$ cat src/rtl/ahb_cmd_master_pkg.sv
// Shared AHB-lite encodings, command record and FSM state codes for ahb_cmd_master.
// Latency: none, declarations only.
// Backpressure: none, declarations only.
package ahb_cmd_master_pkg;

  localparam logic [1:0] HTRANS_IDLE   = 2'b00;
  localparam logic [1:0] HTRANS_BUSY   = 2'b01;
  localparam logic [1:0] HTRANS_NONSEQ = 2'b10;
  localparam logic [1:0] HTRANS_SEQ    = 2'b11;

  localparam logic [2:0] HSIZE_WORD    = 3'b010;
  localparam logic [2:0] HBURST_SINGLE = 3'b000;
  localparam logic [3:0] HPROT_DEFAULT = 4'b0011;

  // One buffered command: byte address, direction and write data.
  typedef struct packed {
    logic [30:0] addr;
    logic        write;
    logic [31:0] wdata;
  } ahb_cmd_t;

  // FSM state codes; kept as plain vectors so legacy code can compare them directly.
  localparam logic [1:0] ST_IDLE = 2'd0;
  localparam logic [1:0] ST_ADDR = 2'd1;
  localparam logic [1:0] ST_DATA = 2'd2;
  localparam logic [1:0] ST_RESP = 2'd3;

  // True for transfer types that carry an address phase the slave must act on.
  function automatic logic htrans_active(input logic [1:0] t);
    return (t == HTRANS_NONSEQ) || (t == HTRANS_SEQ);
  endfunction

endpackage

$ cat src/rtl/ahb_cmd_master_if.sv
// Command/response handshake plus AHB-lite master bus, grouped for ahb_cmd_master.
// Latency: none, wiring only.
// Backpressure: req_ready and rsp_ready carry the two valid/ready handshakes.
interface ahb_cmd_master_if;

  logic        req_valid;
  logic        req_ready;
  logic [30:0] req_addr;
  logic        req_write;
  logic [31:0] req_wdata;

  logic        rsp_valid;
  logic        rsp_ready;
  logic [31:0] rsp_rdata;
  logic        rsp_err;

  logic [30:0] HADDR;
  logic        HWRITE;
  logic [1:0]  HTRANS;
  logic [2:0]  HSIZE;
  logic [2:0]  HBURST;
  logic [3:0]  HPROT;
  logic [31:0] HWDATA;
  logic        HSEL;
  logic        HREADY;
  logic [31:0] HRDATA;
  logic [1:0]  HRESP;

  modport master (
    input  req_valid, req_addr, req_write, req_wdata, rsp_ready,
    input  HREADY, HRDATA, HRESP,
    output req_ready, rsp_valid, rsp_rdata, rsp_err,
    output HADDR, HWRITE, HTRANS, HSIZE, HBURST, HPROT, HWDATA, HSEL
  );

  modport slave (
    output req_valid, req_addr, req_write, req_wdata, rsp_ready,
    output HREADY, HRDATA, HRESP,
    input  req_ready, rsp_valid, rsp_rdata, rsp_err,
    input  HADDR, HWRITE, HTRANS, HSIZE, HBURST, HPROT, HWDATA, HSEL
  );

endinterface

$ cat src/rtl/ahb_cmd_master_fifo.sv
// Generic show-ahead synchronous FIFO of WIDTH-bit entries, DEPTH deep (power of two).
// Latency: a pushed entry appears on rd_dat the cycle after the push edge.
// Backpressure: push while full is dropped unless a pop happens in the same cycle; pop on empty is ignored.
module ahb_cmd_master_fifo #(
  parameter int WIDTH = 64,
  parameter int DEPTH = 4
) (
  input  logic             clk,
  input  logic             rst,
  input  logic             push,
  input  logic [WIDTH-1:0] wr_dat,
  input  logic             pop,
  output logic [WIDTH-1:0] rd_dat,
  output logic             full,
  output logic             empty
);

  localparam int AW = $clog2(DEPTH);

  // Extra MSB on each pointer distinguishes full from empty when the indices match.
  logic [AW:0]      wr_ptr;
  logic [AW:0]      rd_ptr;
  logic [WIDTH-1:0] mem [DEPTH];
  logic             do_push;
  logic             do_pop;

  assign empty   = (wr_ptr == rd_ptr);
  assign full    = (wr_ptr[AW] != rd_ptr[AW]) && (wr_ptr[AW-1:0] == rd_ptr[AW-1:0]);
  assign do_pop  = pop && !empty;
  assign do_push = push && (!full || do_pop);
  assign rd_dat  = mem[rd_ptr[AW-1:0]];

  // Pointer advance; reset discards any buffered entries.
  always_ff @(posedge clk or posedge rst) begin
    if (rst) begin
      wr_ptr <= '0;
      rd_ptr <= '0;
    end else begin
      if (do_push) wr_ptr <= wr_ptr + 1'b1;
      if (do_pop)  rd_ptr <= rd_ptr + 1'b1;
    end
  end

  // Storage write; contents need no reset because the pointers gate visibility.
  always_ff @(posedge clk) begin
    if (do_push) mem[wr_ptr[AW-1:0]] <= wr_dat;
  end

endmodule

$ cat src/rtl/ahb_cmd_master.sv
// AHB-lite single-transfer master: buffers commands, issues one word transfer at a time, returns data/status.
// Latency: command offered in cycle N yields rsp_valid in cycle N+4 with zero wait states.
// Backpressure: req_ready falls when the command FIFO is full; an unconsumed response parks the FSM in RESP.
module ahb_cmd_master
  import ahb_cmd_master_pkg::*;
#(
  parameter int DEPTH   = 4,
  parameter int TIMEOUT = 64
) (
  input  logic             HCLK,
  input  logic             HRESET,
  ahb_cmd_master_if.master bus
);

  localparam int            CW      = (TIMEOUT > 1) ? $clog2(TIMEOUT) : 1;
  localparam logic [CW-1:0] TO_LAST = CW'(TIMEOUT - 1);

  logic [1:0]    state;
  logic [CW-1:0] to_cnt;
  ahb_cmd_t      push_cmd;
  ahb_cmd_t      head_cmd;
  logic          fifo_full;
  logic          fifo_empty;
  logic          fifo_push;
  logic          fifo_pop;
  logic [30:0]   haddr_q;
  logic          hwrite_q;
  logic [31:0]   wdata_hold;
  logic [31:0]   hwdata_q;
  logic          rsp_valid_q;
  logic [31:0]   rsp_rdata_q;
  logic          rsp_err_q;
  logic          in_xfer;
  logic          timed_out;
  logic          data_done;
  logic          unused_hresp;

  assign push_cmd  = {bus.req_addr, bus.req_write, bus.req_wdata};
  assign fifo_push = bus.req_valid && bus.req_ready;
  assign fifo_pop  = (state == ST_IDLE) && !fifo_empty;

  ahb_cmd_master_fifo #(
    .WIDTH ($bits(ahb_cmd_t)),
    .DEPTH (DEPTH)
  ) u_fifo (
    .clk    (HCLK),
    .rst    (HRESET),
    .push   (fifo_push),
    .wr_dat (push_cmd),
    .pop    (fifo_pop),
    .rd_dat (head_cmd),
    .full   (fifo_full),
    .empty  (fifo_empty)
  );

  // Abort fires on the edge that ends the TIMEOUT-th consecutive wait state of a phase.
  assign in_xfer   = (state == ST_ADDR) || (state == ST_DATA);
  assign timed_out = in_xfer && !bus.HREADY && (to_cnt == TO_LAST);
  assign data_done = (state == ST_DATA) && bus.HREADY;

  // Only the error bit of HRESP matters to a single-transfer master.
  assign unused_hresp = bus.HRESP[1];

  // Transfer sequencing and the per-phase wait-state timer.
  always_ff @(posedge HCLK or posedge HRESET) begin
    if (HRESET) begin
      state  <= ST_IDLE;
      to_cnt <= '0;
    end else begin
      case (state)
        ST_IDLE: begin
          to_cnt <= '0;
          if (!fifo_empty) state <= ST_ADDR;
        end
        ST_ADDR: begin
          if (bus.HREADY) begin
            state  <= ST_DATA;
            to_cnt <= '0;
          end else if (timed_out) begin
            state  <= ST_RESP;
            to_cnt <= '0;
          end else begin
            to_cnt <= to_cnt + CW'(1);
          end
        end
        ST_DATA: begin
          if (bus.HREADY || timed_out) begin
            state  <= ST_RESP;
            to_cnt <= '0;
          end else begin
            to_cnt <= to_cnt + CW'(1);
          end
        end
        default: begin
          to_cnt <= '0;
          if (bus.rsp_ready) state <= ST_IDLE;
        end
      endcase
    end
  end

  // Address/control latched at pop; write data moves onto HWDATA as the address phase completes.
  always_ff @(posedge HCLK or posedge HRESET) begin
    if (HRESET) begin
      haddr_q    <= '0;
      hwrite_q   <= 1'b0;
      wdata_hold <= '0;
      hwdata_q   <= '0;
    end else begin
      if (fifo_pop) begin
        haddr_q    <= head_cmd.addr;
        hwrite_q   <= head_cmd.write;
        wdata_hold <= head_cmd.wdata;
      end
      if ((state == ST_ADDR) && bus.HREADY) hwdata_q <= wdata_hold;
    end
  end

  // Response capture at data-phase completion or abort; held until the consumer takes it.
  always_ff @(posedge HCLK or posedge HRESET) begin
    if (HRESET) begin
      rsp_valid_q <= 1'b0;
      rsp_rdata_q <= '0;
      rsp_err_q   <= 1'b0;
    end else if (data_done) begin
      rsp_valid_q <= 1'b1;
      rsp_rdata_q <= (hwrite_q || bus.HRESP[0]) ? 32'h0 : bus.HRDATA;
      rsp_err_q   <= bus.HRESP[0];
    end else if (timed_out) begin
      rsp_valid_q <= 1'b1;
      rsp_rdata_q <= '0;
      rsp_err_q   <= 1'b1;
    end else if ((state == ST_RESP) && bus.rsp_ready) begin
      rsp_valid_q <= 1'b0;
    end
  end

  assign bus.req_ready = !fifo_full;
  assign bus.rsp_valid = rsp_valid_q;
  assign bus.rsp_rdata = rsp_rdata_q;
  assign bus.rsp_err   = rsp_err_q;

  assign bus.HADDR  = haddr_q;
  assign bus.HWRITE = hwrite_q;
  assign bus.HTRANS = (state == ST_ADDR) ? HTRANS_NONSEQ : HTRANS_IDLE;
  assign bus.HSEL   = in_xfer;
  assign bus.HWDATA = hwdata_q;
  assign bus.HSIZE  = HSIZE_WORD;
  assign bus.HBURST = HBURST_SINGLE;
  assign bus.HPROT  = HPROT_DEFAULT;

endmodule
$ cat src/flat_wrapper.sv
// flat-port wrapper written by rule: the top's interface ports become plain ports
module ahb_cmd_master_flat import ahb_cmd_master_pkg::*;
#(
  parameter int DEPTH   = 4,
  parameter int TIMEOUT = 64
)
  (HCLK, HRESET, bus_req_valid, bus_req_addr, bus_req_write, bus_req_wdata, bus_rsp_ready, bus_HREADY, bus_HRDATA, bus_HRESP, bus_req_ready, bus_rsp_valid, bus_rsp_rdata, bus_rsp_err, bus_HADDR, bus_HWRITE, bus_HTRANS, bus_HSIZE, bus_HBURST, bus_HPROT, bus_HWDATA, bus_HSEL);
  ahb_cmd_master_if bus_i ();
  input  logic HCLK;
  input  logic HRESET;
  input wire logic [$bits(bus_i.req_valid)-1:0] bus_req_valid;
  input wire logic [$bits(bus_i.req_addr)-1:0] bus_req_addr;
  input wire logic [$bits(bus_i.req_write)-1:0] bus_req_write;
  input wire logic [$bits(bus_i.req_wdata)-1:0] bus_req_wdata;
  input wire logic [$bits(bus_i.rsp_ready)-1:0] bus_rsp_ready;
  input wire logic [$bits(bus_i.HREADY)-1:0] bus_HREADY;
  input wire logic [$bits(bus_i.HRDATA)-1:0] bus_HRDATA;
  input wire logic [$bits(bus_i.HRESP)-1:0] bus_HRESP;
  output wire logic [$bits(bus_i.req_ready)-1:0] bus_req_ready;
  output wire logic [$bits(bus_i.rsp_valid)-1:0] bus_rsp_valid;
  output wire logic [$bits(bus_i.rsp_rdata)-1:0] bus_rsp_rdata;
  output wire logic [$bits(bus_i.rsp_err)-1:0] bus_rsp_err;
  output wire logic [$bits(bus_i.HADDR)-1:0] bus_HADDR;
  output wire logic [$bits(bus_i.HWRITE)-1:0] bus_HWRITE;
  output wire logic [$bits(bus_i.HTRANS)-1:0] bus_HTRANS;
  output wire logic [$bits(bus_i.HSIZE)-1:0] bus_HSIZE;
  output wire logic [$bits(bus_i.HBURST)-1:0] bus_HBURST;
  output wire logic [$bits(bus_i.HPROT)-1:0] bus_HPROT;
  output wire logic [$bits(bus_i.HWDATA)-1:0] bus_HWDATA;
  output wire logic [$bits(bus_i.HSEL)-1:0] bus_HSEL;
  assign bus_i.req_valid = bus_req_valid;
  assign bus_i.req_addr = bus_req_addr;
  assign bus_i.req_write = bus_req_write;
  assign bus_i.req_wdata = bus_req_wdata;
  assign bus_i.rsp_ready = bus_rsp_ready;
  assign bus_i.HREADY = bus_HREADY;
  assign bus_i.HRDATA = bus_HRDATA;
  assign bus_i.HRESP = bus_HRESP;
  assign bus_req_ready = bus_i.req_ready;
  assign bus_rsp_valid = bus_i.rsp_valid;
  assign bus_rsp_rdata = bus_i.rsp_rdata;
  assign bus_rsp_err = bus_i.rsp_err;
  assign bus_HADDR = bus_i.HADDR;
  assign bus_HWRITE = bus_i.HWRITE;
  assign bus_HTRANS = bus_i.HTRANS;
  assign bus_HSIZE = bus_i.HSIZE;
  assign bus_HBURST = bus_i.HBURST;
  assign bus_HPROT = bus_i.HPROT;
  assign bus_HWDATA = bus_i.HWDATA;
  assign bus_HSEL = bus_i.HSEL;
  ahb_cmd_master #(.DEPTH(DEPTH), .TIMEOUT(TIMEOUT)) u_core (.HCLK(HCLK), .HRESET(HRESET), .bus(bus_i));
endmodule
$ cat config.mk
export PLATFORM = sky130hd
export DESIGN_NAME = ahb_cmd_master_flat
export DESIGN_NICKNAME = d
export VERILOG_FILES = /design/src/rtl/ahb_cmd_master_pkg.sv /design/src/rtl/ahb_cmd_master_if.sv /design/src/rtl/ahb_cmd_master_fifo.sv /design/src/rtl/ahb_cmd_master.sv /design/src/flat_wrapper.sv
export SDC_FILE = /design/constraint.sdc
export NUM_CORES = 1
export LEC_CHECK = 0
export ABC_AREA = 1
export ABC_CLOCK_PERIOD_IN_PS = 7920
export BUFFER_PORTS_ARGS = -buffer_cell sky130_fd_sc_hd__buf_2
export CORE_MARGIN = 2
export CORE_UTILIZATION = 60
export DETAILED_ROUTE_END_ITERATION = 8
export MAX_ROUTING_LAYER = met4
export PLACE_DENSITY = 0.83
export SLEW_MARGIN = 20
export SYNTH_ARGS = -nofsm -noshare
export SYNTH_HDL_FRONTEND = slang
export SYNTH_SLANG_ARGS = --single-unit
$ cat constraint.sdc
create_clock -name HCLK -period 7.92 [get_ports HCLK]
set_input_delay 0.396 -clock HCLK [delete_from_list [all_inputs] [get_ports HCLK]]
set_output_delay 0.396 -clock HCLK [all_outputs]
set_load 0.05 [all_outputs]
==> qor.txt <==
status -> completed
final critical-path required period -> 3.08 ns
GRT Total Usage -> 25.7%
Max FO, Critical Path -> 66
Comb pwr share -> 37.3%
CTS hold repair buffers -> 0
largest net degree at the start of global routing -> 87
worst skew pair latency -> 0.52 ns
fin. max-slew vios -> 0
Slew HR -> 31.9%
clk sinks -> 400
upper clock frequency limit -> 324 MHz
Hold Path Class -> in -> async
DRC viols -> 0
Die Y -> 163 um
CTS resizes -> 0
hold slack -> 0.0196 ns
Worst Path Arrival -> 3.23 ns
row count -> 58
CTS tree -> built
post-synth top area share -> 50.4%
Design Power -> 0.00821 W
syn_area_per_cell -> 12.5 sq um
sequential share of power -> 38.9%
num ports -> 215
via density per instance -> 5.59
Psw -> 0.00337 W
die area -> 26700 sq um
WL final -> 33.0 mm
Crit. End Element -> flop
CTS H-Tree Depth -> 2
Fin. Hold Viols -> 0
Initial Util -> 60.9%
Routed Antenna Nets -> 0
async set-reset flop share out of synthesis -> 36.0%
most frequent cells in the layout -> nand2_1, edfxtp_1, buf_2
Setup WS pre-CTS -> 4.78 ns
synth unique cells -> 23
clock-pin slew on the worst setup and hold paths -> 0.06 ns
total setup buffers inserted after CTS -> 0
Slew @ Worst Pin -> 1.02 ns
global-route wire length before repair -> 51.3 mm
Num CTS Buffers -> 40
PwrDens -> 461 nW/um^2
Initial DRC Count -> 1031
hpwl dp -> 17.5 mm
RePlAce Congestion -> 0.789
#FFs+latches synth -> 400
synth warn -> 0
CP Launch Type -> flop
Setup TNS Final -> 0 ns
Post-synth EDFFs -> 256
final period utilization -> 38.9%
switching part of the total power -> 41.0%
Synth Flop Type -> edfxtp_1
register area share after synthesis -> 74.1%
unrepaired setup endpoints after global routing -> no
number of max-cap violations -> 0
final-stage net count -> 1516
synth-to-layout area growth -> 16.8%
Clk pwr share -> 23.8%
Peak VDD IR -> 0.316 mV
Layout fillers -> 1736
total iterations of the first detailed-routing run -> 5
Clock Tree Root -> clkbuf_16
initial antenna violation count -> 4
mapped cell area -> 15200 sq um
wire per inst -> 18.6 um
Vias -> 9891
fin util -> 71.1%
Pint -> 0.00484 W
CP Class -> reg -> reg
endpoints failing setup -> 0
ratio of cells with drive above 1 in the final layout -> 22.2%
worst path required time -> 8.07 ns
cell leakage power -> 7.53 nW
port bufs -> 202
commonest non-fill, non-tap cell in the layout -> nand2_1
Chip Width -> 163 um
setup ws final -> 4.84 ns
clk_skew -> 0.0153 ns
vias in the first global route -> 9902
Max Buffers Root-to-Sink -> 3
Core ar. -> 25000 sq um
Synth area leaders -> edfxtp_1, dfrtp_1, nand2_1
largest area contributor in the netlist -> edfxtp_1
Synth Instances -> 1219
grt total ovfl -> 0
-- cell families after synthesis --
group           after synthesis  synth area share [%]
compound gates              199                  7.06
xor+xnor                      6                 0.394
fa+ha+maj                    10                 0.821
buf+inv                     100                  3.22
flops                       400                  74.1
mux                          32                  2.36
other cells                   2                0.0493
simple gates                470                  12.0
-- final timing paths --
check / startpoint / end / slack (ns) / depth (start not counted)
min: HRESET / u_core.bus.HADDR[1]$_DFFE_PP0P_ / 0.02 / 2
max in group asynchronous: HRESET / u_core.wdata_hold[1]$_DFFE_PP0P_ / 6.54 / 3
min in group HCLK: bus_req_wdata[17] / u_core.u_fifo.mem[3][17]$_DFFE_PP_ / 0.09 / 1
min reg2reg: u_core.bus.rsp_rdata[15]$_DFFE_PP0P_ / u_core.bus.rsp_rdata[15]$_DFFE_PP0P_ / 0.47 / 2
max reg2reg: u_core.u_fifo.rd_ptr[1]$_DFFE_PP0P_ / u_core.u_fifo.mem[2][10]$_DFFE_PP_ / 4.84 / 7
max: u_core.u_fifo.rd_ptr[1]$_DFFE_PP0P_ / u_core.u_fifo.mem[2][10]$_DFFE_PP_ / 4.84 / 7
-- metal layers --
metal,GRT usage (%),share of wire [%],vias to the layer above
met5,-,0,-
li1,-,-,4581
met4,9.73,2.8,0
met1,32.8,40,4811
met3,4.62,7.2,88
met2,41.7,50,411
-- metrics by stage --
step	std cells	instance area [sq um]
6_report	1768	17800
5_1_grt	1767	17800
4_1_cts	1763	17800
3_5_place_dp	1691	16400
3_3_place_gp	1691	16400
2_1_floorplan	1228	15300
-- state kept, by name, summed over array words and instances, names as in the netlist --
name,count
u_core.bus.rsp_valid,1
u_core.state,2
u_core.wdata_hold,32
u_core.bus.rsp_err,1
u_core.bus.rsp_rdata,32
u_core.bus.HADDR,31
u_core.u_fifo.mem,256
u_core.u_fifo.wr_ptr,3
u_core.u_fifo.rd_ptr,3
u_core.bus.HWRITE,1
u_core.to_cnt,6
u_core.bus.HWDATA,32
-- critical path, cell delays in order, from the launching register on --
cell and delay, ns:
dfrtp_2 0.41, buf_4 0.37, nand2_1 0.14, nand2_1 0.08
nand3b_1 0.12, nand2_2 0.20, nor2_4 0.72, buf_4 0.64
-- synthesized netlist by cell type (2+ instances only) --
cell type and count:
nand2_1 281, edfxtp_1 256, nor2_1 145, dfrtp_1 144, o21ai_0 132, o22ai_1 64
nand3_1 38, clkbuf_1 33, mux2_2 32, buf_2 26, inv_1 19, buf_4 18
ha_1 10, xor2_1 4, a21oi_1 3, nand4_1 3, buf_6 2, conb_1 2
inv_2 2, nand3b_1 2
-- power by group through the flow --
stage	Sequential, W	Clock [W]	Combinational, W
after CTS	0.00319	0.00198	0.00309
after global routing	0.00325	0.00207	0.00333
after global placement	0.00319	0	0.00297
final	0.00319	0.00195	0.00306
after floorplan	0.00398	0	0.00152
after detailed placement	0.00322	0	0.00306
-- area by class of cell --
type                            instances  area [sq um]  area share (%)
Inverter                               21          86.3           0.485
Tap cell                              330           413            2.32
Timing Repair Buffer                  212          1090            6.10
Clock buffer                           48          1070            6.02
Antenna cell                            5          12.5          0.0703
Sequential cell                       400         11300            63.4
Clock inverter                         24           299            1.68
Multi-Input combinational cell        728          3540            19.9
Power figures use the tool's default switching activity.
